[config.mk]
export PLATFORM = sky130hd
export DESIGN_NAME = if_else_parser
export DESIGN_NICKNAME = d
export VERILOG_FILES = /design/src/rtl/if_else_parser.sv
export SDC_FILE = /design/constraint.sdc
export NUM_CORES = 1
export LEC_CHECK = 0
export CAP_MARGIN = 20
export CORE_AREA = 2 2 113 197
export CTS_CLUSTER_DIAMETER = 80
export DETAILED_ROUTE_END_ITERATION = 10
export DIE_AREA = 0 0 115 199
export DONT_BUFFER_PORTS = 1
export SYNTH_ARGS = -nofsm -noshare
export SYNTH_HDL_FRONTEND = slang
export SYNTH_SLANG_ARGS = --single-unit
[constraint.sdc]
create_clock -name clk -period 4.45 [get_ports clk]
set_clock_uncertainty 0.05 [all_clocks]
set_input_delay 0.6675 -clock clk [delete_from_list [all_inputs] [get_ports clk]]
set_output_delay 0.6675 -clock clk [all_outputs]
set_load 0.02 [all_outputs]
[src/rtl/if_else_parser.sv]
// Streaming recogniser for "if(x<cmp><val>)begin p<=<c1>;end else begin p<=<c2>;end", one char per char_valid rising edge.
// p/parsing_done/error_flag update on the edge that consumes the deciding char; no backpressure, DONE and ERR are sticky.
module if_else_parser #(
  parameter int DATA_W = 32
) (
  input  logic              clk,
  input  logic              rst,
  input  logic [DATA_W-1:0] x,
  input  logic [6:0]        ascii_char,
  input  logic              char_valid,
  output logic [DATA_W-1:0] p,
  output logic              parsing_done,
  output logic              error_flag
);

  typedef enum logic [3:0] {
    EXPECT_I, CMP1, CMP2, VAL, MID1, C1, MID2, C2, TAIL, DONE, ERR
  } state_t;

  typedef enum logic [2:0] {OP_EQ, OP_NE, OP_LT, OP_GT, OP_LE, OP_GE} op_t;

  localparam logic [6:0] CH_EQ   = 7'h3D;
  localparam logic [6:0] CH_BANG = 7'h21;
  localparam logic [6:0] CH_LT   = 7'h3C;
  localparam logic [6:0] CH_GT   = 7'h3E;
  localparam logic [6:0] CH_RP   = 7'h29;
  localparam logic [6:0] CH_SEMI = 7'h3B;

  // Fixed keyword runs, left-aligned and space padded to 16 chars so any 4-bit index is in range.
  localparam logic [127:0] KW_HEAD = {"if(x", {12{8'h20}}};
  localparam logic [127:0] KW_MID1 = {"beginp<=", {8{8'h20}}};
  localparam logic [127:0] KW_MID2 = {"endelsebeginp<=", 8'h20};
  localparam logic [127:0] KW_TAIL = {"end", {13{8'h20}}};

  function automatic logic [6:0] kw_char(input state_t s, input logic [3:0] i);
    logic [6:0] c;
    c = 7'h00;
    case (s)
      EXPECT_I: c = KW_HEAD[{~i, 3'b000} +: 7];
      MID1:     c = KW_MID1[{~i, 3'b000} +: 7];
      MID2:     c = KW_MID2[{~i, 3'b000} +: 7];
      TAIL:     c = KW_TAIL[{~i, 3'b000} +: 7];
      default:  c = 7'h00;
    endcase
    return c;
  endfunction

  function automatic logic [3:0] kw_last(input state_t s);
    logic [3:0] n;
    case (s)
      EXPECT_I: n = 4'd3;
      MID1:     n = 4'd7;
      MID2:     n = 4'd14;
      default:  n = 4'd2;
    endcase
    return n;
  endfunction

  function automatic logic [DATA_W-1:0] mac10(input logic [DATA_W-1:0] a, input logic [3:0] d);
    return {a[DATA_W-4:0], 3'b000} + {a[DATA_W-2:0], 1'b0} + DATA_W'(d);
  endfunction

  state_t            state, state_n;
  op_t               op, op_n;
  logic [3:0]        idx, idx_n;
  logic [DATA_W-1:0] acc, acc_n, c1, c1_n, p_n;
  logic              cond, cond_n, seen, seen_n, done_n, err_n, prev_valid, go_err;
  logic              take, is_ws, is_digit, cmp_res;

  assign take     = char_valid & ~prev_valid;
  assign is_ws    = (ascii_char == 7'h20) || (ascii_char == 7'h09) ||
                    (ascii_char == 7'h0A) || (ascii_char == 7'h0D);
  assign is_digit = (ascii_char >= 7'h30) && (ascii_char <= 7'h39);

  always_comb begin
    case (op)
      OP_EQ:   cmp_res = (x == acc);
      OP_NE:   cmp_res = (x != acc);
      OP_LT:   cmp_res = (x <  acc);
      OP_GT:   cmp_res = (x >  acc);
      OP_LE:   cmp_res = (x <= acc);
      OP_GE:   cmp_res = (x >= acc);
      default: cmp_res = 1'b0;
    endcase
  end

  always_comb begin
    state_n = state;
    op_n    = op;
    idx_n   = idx;
    acc_n   = acc;
    c1_n    = c1;
    cond_n  = cond;
    seen_n  = seen;
    p_n     = p;
    done_n  = parsing_done;
    err_n   = error_flag;
    go_err  = 1'b0;
    if (take && !is_ws) begin
      case (state)
        EXPECT_I, MID1, MID2, TAIL: begin
          if (ascii_char != kw_char(state, idx)) begin
            go_err = 1'b1;
          end else if (idx != kw_last(state)) begin
            idx_n = idx + 4'd1;
          end else begin
            idx_n  = '0;
            seen_n = 1'b0;
            case (state)
              EXPECT_I: state_n = CMP1;
              MID1:     state_n = C1;
              MID2:     state_n = C2;
              default: begin
                state_n = DONE;
                done_n  = 1'b1;
                p_n     = cond ? c1 : acc;
              end
            endcase
          end
        end
        CMP1: begin
          state_n = CMP2;
          case (ascii_char)
            CH_EQ:   op_n = OP_EQ;
            CH_BANG: op_n = OP_NE;
            CH_LT:   op_n = OP_LT;
            CH_GT:   op_n = OP_GT;
            default: go_err = 1'b1;
          endcase
        end
        CMP2: begin
          if (ascii_char == CH_EQ) begin
            state_n = VAL;
            seen_n  = 1'b0;
            if (op == OP_LT) op_n = OP_LE;
            else if (op == OP_GT) op_n = OP_GE;
          end else if (is_digit && (op == OP_LT || op == OP_GT)) begin
            // A digit right after '<' or '>' is both the strict operator and the first value digit.
            state_n = VAL;
            seen_n  = 1'b1;
            acc_n   = mac10(acc, ascii_char[3:0]);
          end else begin
            go_err = 1'b1;
          end
        end
        VAL, C1, C2: begin
          if (is_digit) begin
            acc_n  = mac10(acc, ascii_char[3:0]);
            seen_n = 1'b1;
          end else if (seen && state == VAL && ascii_char == CH_RP) begin
            cond_n  = cmp_res;
            acc_n   = '0;
            state_n = MID1;
          end else if (seen && state == C1 && ascii_char == CH_SEMI) begin
            c1_n    = acc;
            acc_n   = '0;
            state_n = MID2;
          end else if (seen && state == C2 && ascii_char == CH_SEMI) begin
            state_n = TAIL;
          end else begin
            go_err = 1'b1;
          end
        end
        default: ;
      endcase
      if (go_err) begin
        state_n = ERR;
        err_n   = 1'b1;
      end
    end
  end

  always_ff @(posedge clk or negedge rst) begin
    if (!rst) begin
      state        <= EXPECT_I;
      op           <= OP_EQ;
      idx          <= '0;
      acc          <= '0;
      c1           <= '0;
      cond         <= 1'b0;
      seen         <= 1'b0;
      prev_valid   <= 1'b0;
      p            <= '0;
      parsing_done <= 1'b0;
      error_flag   <= 1'b0;
    end else begin
      state        <= state_n;
      op           <= op_n;
      idx          <= idx_n;
      acc          <= acc_n;
      c1           <= c1_n;
      cond         <= cond_n;
      seen         <= seen_n;
      prev_valid   <= char_valid;
      p            <= p_n;
      parsing_done <= done_n;
      error_flag   <= err_n;
    end
  end

endmodule

==> results.md, run 1 <==
* Status: finished, final reports clean
* Initial core utilization at 0.3943
* Min-Delay Path Class: primary input to async pin
* Input/output buffers at 0
* Most frequent cells in the layout: 116 x nand2_1, 111 x dfrtp_1, 108 x o21ai_0
* First-pass GRT wire length at between 30000 and 40000 µm
* Power per cell area at 224.2 nW/µm²
* Post-synthesis adder-cell area fraction at 0.1402
* GRT overflow at 0
* Area share of xor/xnor cells in the synthesized design at 0.02709
* Final Hold Vio Count at 0
* Synth Cell Area at 8407 µm²
* Max Cap Violations at 0
* Synth warnings at 0
* Synth Area in Compound Gates at 0.2127
* CTS tree: built
* Antenna violations before repair at 0
* # IOs at 76
* CTS buffer count at 9
* RSZ-0062 raised after global routing: no
* Critical Path Source: state[3]
* # setup viols final at 0
* Worst setup EP type: register
* R2r endpoint: p[28]
* WL final at roughly 23000 µm
* Post-synth EDFFs at 0
* Crit-path cells: nand4bb_2, a2111oi_0, a31oi_1, a21oi_1, o221a_2, nor4b_4, and4_1, o311ai_4, buf_12, mux2_4
* Crit Path Max Fanout at 33
* Main combinational cell family by area after synthesis: compound AO/OA/AOI/OAI gates
* Gr usage total at 0.2057
* Clock Latency Late Sink at 0.36 ns
* Max stage delay cell, worst path: dfrtp_1
* Crit-path leading delay family: compound AO/OA/AOI/OAI gates
* Final Max Slew Viols at 0
* Layout Nets at between 1000 and 1500
* Reg2Reg Setup Slack at around 0.71 ns
* Cell Rows at slightly above 70
* Detailed Route Iter0 Violations at approximately 380
* Routability congestion estimate at 0.9029
* Die ar. at ~23000 µm²
* CP max stage delay at 0.61 ns
* Vias in the first global route at ~7000
* Worst r2r path cells at 10
* Synth-to-Final Area Change at 7.397%
* Ys async rst share at 1.000
* Fmax at 0.2677 GHz
* Final worst slack at 0.7148 ns
* Die width at ~120 µm
* Initial DRT Pass Iterations at 5
* Post-synthesis mux area share at 0.06608
* Layout fillers at about 2100
* Root Buffer: clkbuf_16
* Cells after Synth at roughly 930
* Post-synthesis sequential area ratio at 0.3334
* CP arrival at between 3 and 4 ns
* Netlist cell types at 77
* Primary FF master, synth: dfrtp_1
* Final worst path period need at around 3.7 ns
* Clock transition at path regs at ~0.080 ns
* Critical path launch point type: register
* Non-Filler Instances at around 1200
* Ant. Diodes at 0
* Worst R2R Start: state[3]
* Final Cycle Share at 0.8394
* DIE HEIGHT at ~200 µm
* Drc violations at 0
* CP Capture Point: p[28]
* WL per Instance at 19.40 µm
* Max H-tree Level at 3
* Via/cell ratio at ~5.8
* Synth Area in Simple Gates at 0.1662
* Crit path buf inv count at 1
* Synth Net Count at between 1000 and 1500
* P_leak at slightly above 0.004 µW
* Post-cts sizing count at 0
* Most common cell after layout, fill and taps aside: nand2_1
* Placed Cells at 1154
* Mean Syn Cell Area at approximately 9.1 µm²
* Core area at between 20000 and 25000 µm²
* Setup TNS at 0 ns
* DP HPWL at about 18000 µm
* Clock buffer depth at 2
* Worst slew margin at 0.3273
* Sink Count at roughly 110
* Vias at between 6000 and 7000
* Routed Antenna Nets at 0
* Dpl ws at approximately 0.74 ns
* Peak supply drop at ~0.00018 V
* #FFs+latches synth at around 110
* Layout cells sized above 1 at 0.1015
* Largest net degree at the start of global routing at around 110
* Critical Path RT at about 4.7 ns
* Crit Path Class: register to register
* Tightest Pin Transition at roughly 1 ns
* Critical path depth at 10
final cells by class:
type | instances | area [µm²] | share of cell area
Timing Repair Buffer | 19 | 187.7 | 0.02079
Sequential cell | 112 | 2804 | 0.3106
Multi-Input combinational cell | 706 | 5151 | 0.5705
Clock buffer | 9 | 225.2 | 0.02494
Tap cell | 255 | 319.1 | 0.03534
Clock inverter | 7 | 105.1 | 0.01164
Inverter | 63 | 236.5 | 0.02619
power by group:
group	internal (µW)	switching, µW	leakage, µW
Sequential	1020	3.92	0.00154
Combinational	39.4	60.6	0.00246
Clock	462	439	0.000162
Total	1520	504	0.00415
worst reg2reg max path: stages, from the launching register on:
cell and delay (ns):
dfrtp_1 0.61, nand4bb_2 0.43, a2111oi_0 0.55, a31oi_1 0.13, a21oi_1 0.19, o221a_2 0.21
nor4b_4 0.24, and4_1 0.45, o311ai_4 0.18, buf_12 0.22, mux2_4 0.37
metal layers:
layer,vias to the layer above,share of wire,global-route usage
met1,3234,0.37,0.2122
met2,165,0.54,0.3922
li1,3334,-,-
met4,0,0.039,0.09460
met5,-,0,0
met3,59,0.048,0.03778
sequential cells by signal, summed over array words and instances, names as in the netlist:
name          flops
acc              32
c1               32
cond              1
error_flag        1
idx               4
op                3
p                32
parsing_done      1
prev_valid        1
seen              1
state             4
Yosys cell counts (all sizes together) (6+ instances only):
| master | count | area [µm²] |
|---|---|---|
| a211oi | 7 | 52.55 |
| a21boi | 6 | 45.04 |
| a21o | 19 | 142.6 |
| a21oi | 50 | 250.2 |
| a31oi | 6 | 37.54 |
| a32o | 7 | 70.07 |
| and2 | 10 | 62.56 |
| and3 | 6 | 37.54 |
| buf | 22 | 133.9 |
| clkbuf | 23 | 86.33 |
| dfrtp | 112 | 2803 |
| ha | 91 | 1139 |
| inv | 63 | 236.5 |
| mux2 | 37 | 525.5 |
| nand2 | 116 | 435.4 |
| nand2b | 12 | 75.07 |
| nand3 | 18 | 90.09 |
| nand4 | 13 | 81.33 |
| nor2 | 31 | 116.4 |
| nor2b | 8 | 50.05 |
| nor3 | 10 | 55.05 |
| nor4 | 6 | 37.54 |
| o211ai | 6 | 45.04 |
| o21ai | 109 | 545.5 |
| o21bai | 6 | 45.04 |
| o221ai | 7 | 67.56 |
| o31ai | 7 | 52.55 |
| or3 | 6 | 37.54 |
| xnor2 | 16 | 140.1 |
| xor2 | 10 | 87.58 |
through the flow:
step	hold slack [ns]	utilization	power [µW]	instance area [µm²]
floorplan	0.3219	-	1105	8407
finish	0.1253	0.4235	2024	9029
detailed placement	0.3288	0.4067	1122	8671
global route	0.1959	0.4235	2095	9029
CTS	0.2173	0.4235	2043	9029
global placement	0.3271	0.4067	1120	8671
how the worst min path moves through the flow:
stage / start / end / slack [ns]
final: rst / prev_valid / 0.13
after global placement: rst / prev_valid / 0.33
after CTS: rst / prev_valid / 0.22
after detailed placement: rst / prev_valid / 0.33
after global routing: rst / prev_valid / 0.20
after floorplan: rst / acc[0] / 0.32
kinds of logic after synthesis:
group / Yosys count
AOI/OAI and AO/OA: 278
xor gates and xnor gates: 26
adders and majority gates: 93
buffers and inverters: 108
DFF: 112
muxes: 40
and+or+nand+nor: 269
what timing repair did:
item / 4_1_cts / 5_1_grt
hold buffers: 1 / 0
hold endpoints to repair: 112 / 0
setup endpoints to repair: 0 / 0
buffers inserted: 0 / 0
Power figures use the tool's default switching activity.
==> inputs of run 2 (changes only) <==
==> constraint.sdc (replaced) <==
create_clock -name clk -period 3.41 [get_ports clk]
set_clock_uncertainty 0.05 [all_clocks]
set_input_delay 0.5115 -clock clk [delete_from_list [all_inputs] [get_ports clk]]
set_output_delay 0.5115 -clock clk [all_outputs]
set_load 0.02 [all_outputs]
==> results.md, run 2 (synthesis gave the netlist of run 1 again) <==
* Input/output buffers at 0 (unchanged)
* Root Buffer: clkbuf_16 (unchanged)
* Most frequent cells in the layout: 116 x nand2_1, 108 x dfrtp_1, 105 x o21ai_0 (was 116 x nand2_1, 111 x dfrtp_1, 108 x o21ai_0)
* CP arrival at 3.48 ns (was 3.93 ns)
* Final worst path period need at 3.264 ns (was 3.735 ns)
* CTS buffer count at 9 (unchanged)
* CP max stage delay at 0.49 ns (was 0.61 ns)
* Via/cell ratio at 5.687 (was 5.800)
* Clock Latency Late Sink at 0.37 ns (was 0.36 ns)
* Final Cycle Share at 0.9571 (was 0.8394)
* Clock buffer depth at 2 (unchanged)
* Crit-path cells: fa_1, ha_1, a21oi_1, nor2_1, o21bai_1, a211o_1, a31oi_1, o311ai_1, a21boi_0, or3_1, a32o_1 (was nand4bb_2, a2111oi_0, a31oi_1, a21oi_1, o221a_2, nor4b_4, and4_1, o311ai_4, buf_12, mux2_4)
* Peak supply drop at 0.0002263 V (was 0.0001771 V)
* Failing checks: hold timing
* DIE HEIGHT at 199 µm (unchanged)
* Crit Path Class: register to register (unchanged)
* Crit path buf inv count at 0 (was 1)
* CTS tree: built (unchanged)
* Sink Count at 112 (unchanged)
* Vias in the first global route at 7057 (was 6998)
* Routability congestion estimate at 0.9388 (was 0.9029)
* Initial DRT Pass Iterations at 4 (was 5)
* Internal power at 1911 µW (was 1521 µW)
* Max Cap Violations at 0 (unchanged)
* Final worst slack at 0.1462 ns (was 0.7148 ns)
* Routed Antenna Nets at 0 (unchanged)
* Worst hold slack at -0.01193 ns (was 0.1253 ns)
* Tightest Pin Transition at 0.9457 ns (was 0.9960 ns)
* Worst setup EP type: register (unchanged)
* P_leak at 0.004348 µW (was 0.004155 µW)
* Die ar. at 22890 µm² (unchanged)
* Max H-tree Level at 3 (unchanged)
* Sw Share at 0.2583 (was 0.2489)
* Power per cell area at 275.6 nW/µm² (was 224.2 nW/µm²)
* Layout cells sized above 1 at 0.1506 (was 0.1015)
* Crit Path Max Fanout at 4 (was 33)
* WL final at 23320 µm (was 22720 µm)
* Part of the power in combinational logic at 0.052 (was 0.049)
* WL per Instance at 19.26 µm (was 19.40 µm)
* Initial core utilization at 0.3943 (unchanged)
* # setup viols final at 0 (unchanged)
* Placed Cells at 1194 (was 1154)
* DP HPWL at 18410 µm (was 17600 µm)
* Fmax at 0.3064 GHz (was 0.2677 GHz)
* Layout Nets at 1086 (was 1046)
* Final Max Slew Viols at 0 (unchanged)
* Core area at 21320 µm² (unchanged)
* Detailed Route Iter0 Violations at 307 (was 384)
* Cell Rows at 71 (unchanged)
* Status: complete, but fails checks (was finished, final reports clean)
* Sequential share of power at 0.518 (was 0.506)
* First-pass GRT wire length at 37400 µm (was 36710 µm)
* Min-Delay Path Class: primary input to async pin (unchanged)
* Critical path launch point type: register (unchanged)
* Worst slew margin at 0.3682 (was 0.3273)
* Clock transition at path regs at 0.08 ns (about the same)
* RSZ-0062 raised after global routing: no (unchanged)
* Most common cell after layout, fill and taps aside: nand2_1 (unchanged)
* Critical Path RT at 3.63 ns (was 4.65 ns)
* Clock network fraction of design power at 0.430 (was 0.445)
* # IOs at 76 (unchanged)
* Cell Area, Placed at 8971 µm² (was 8671 µm²)
* GRT overflow at 0 (unchanged)
* Largest regs: acc x32, c1 x32, p x32 (unchanged)
* Final instance area at 9350 µm² (was 9029 µm²)
* Max stage delay cell, worst path: fa_1 (was dfrtp_1)
* Final Hold Vio Count at 2 (was 0)
* Drc violations at 0 (unchanged)
* Psw at 665.7 µW (was 503.8 µW)
* Non-Filler Instances at 1211 (was 1171)
* Gr usage total at 0.2108 (was 0.2057)
* Crit-path leading delay family: compound AO/OA/AOI/OAI gates (unchanged)
* Antenna violations before repair at 0 (unchanged)
* Dpl ws at -0.08037 ns (was 0.7387 ns)
* Die width at 115 µm (unchanged)
* Largest net degree at the start of global routing at 113 (unchanged)
* Ant. Diodes at 0 (unchanged)
* Synth-to-Final Area Change at 11.22% (was 7.397%)
* Vias at 6887 (was 6792)
run 2: area by class of cell:
type | count | area, µm²
clock inverters | 7 | 87.58
well taps | 255 | 319.1
fillers | 2113 | 11970
repair buffers | 59 | 488.0
flip-flops and latches | 112 | 2808
clock buffers | 9 | 225.2
inverters | 63 | 236.5
multi-input cells | 706 | 5186
run 2: timing repair:
| item | 4_1_cts | 5_1_grt |
|---|---|---|
| resized for setup | 0 | 16 |
| hold buffers | 1 | 0 |
| endpoints found under the setup margin | 0 | 39 |
| buffers inserted | 0 | 0 |
| endpoints found under the hold margin | 112 | 0 |
run 2: path summary, 6_finish.rpt:
| check | cells past startpoint | slack [ns] | startpoint | end |
|---|---|---|---|---|
| worst min-delay path | 1 | -0.01 | rst | acc[1] |
| worst max register to register | 11 | 0.15 | acc[0] | acc[27] |
| min in group clk | 0 | 0.12 | char_valid | prev_valid |
| worst min register to register | 2 | 0.43 | c1[2] | c1[2] |
| max in group asynchronous | 1 | 2.79 | rst | cond |
| worst max-delay path | 11 | 0.15 | acc[0] | acc[27] |
run 2: power groups by stage:
stage	clock network [µW]	logic (µW)	registers [µW]
after floorplan	0	80.8	1360
after global placement	0	100	1360
after detailed placement	0	103	1360
after CTS	1150	136	1340
after global routing	1190	155	1340
final	1110	133	1330
run 2: routing by layer:
layer	up-vias	routed length, µm	track usage
met4	0	769	0.08701
met1	3319	8643	0.2135
li1	3414	-	-
met2	116	12900	0.4076
met3	38	1007	0.04388
met5	-	0	0
run 2: worst register-to-register path: stages, from the launching register on:
cell      delay, ns
dfrtp_1        0.41
fa_1           0.49
ha_1           0.30
a21oi_1        0.20
nor2_1         0.09
o21bai_1       0.19
a211o_1        0.18
a31oi_1        0.17
o311ai_1       0.35
a21boi_0       0.16
or3_1          0.32
a32o_1         0.25
run 2: stage by stage:
| stage | power, µW | util | hold slack, ns | setup TNS (ns) |
|---|---|---|---|---|
| 4_1_cts | 2617 | 0.4367 | 0.05783 | 0 |
| 3_3_place_gp | 1462 | 0.4208 | 0.1747 | -0.4805 |
| 2_1_floorplan | 1442 | - | 0.1659 | 0 |
| 5_1_grt | 2676 | 0.4386 | 0.06079 | 0 |
| 6_report | 2577 | 0.4386 | -0.01193 | 0 |
| 3_5_place_dp | 1465 | 0.4208 | 0.1748 | -0.1030 |
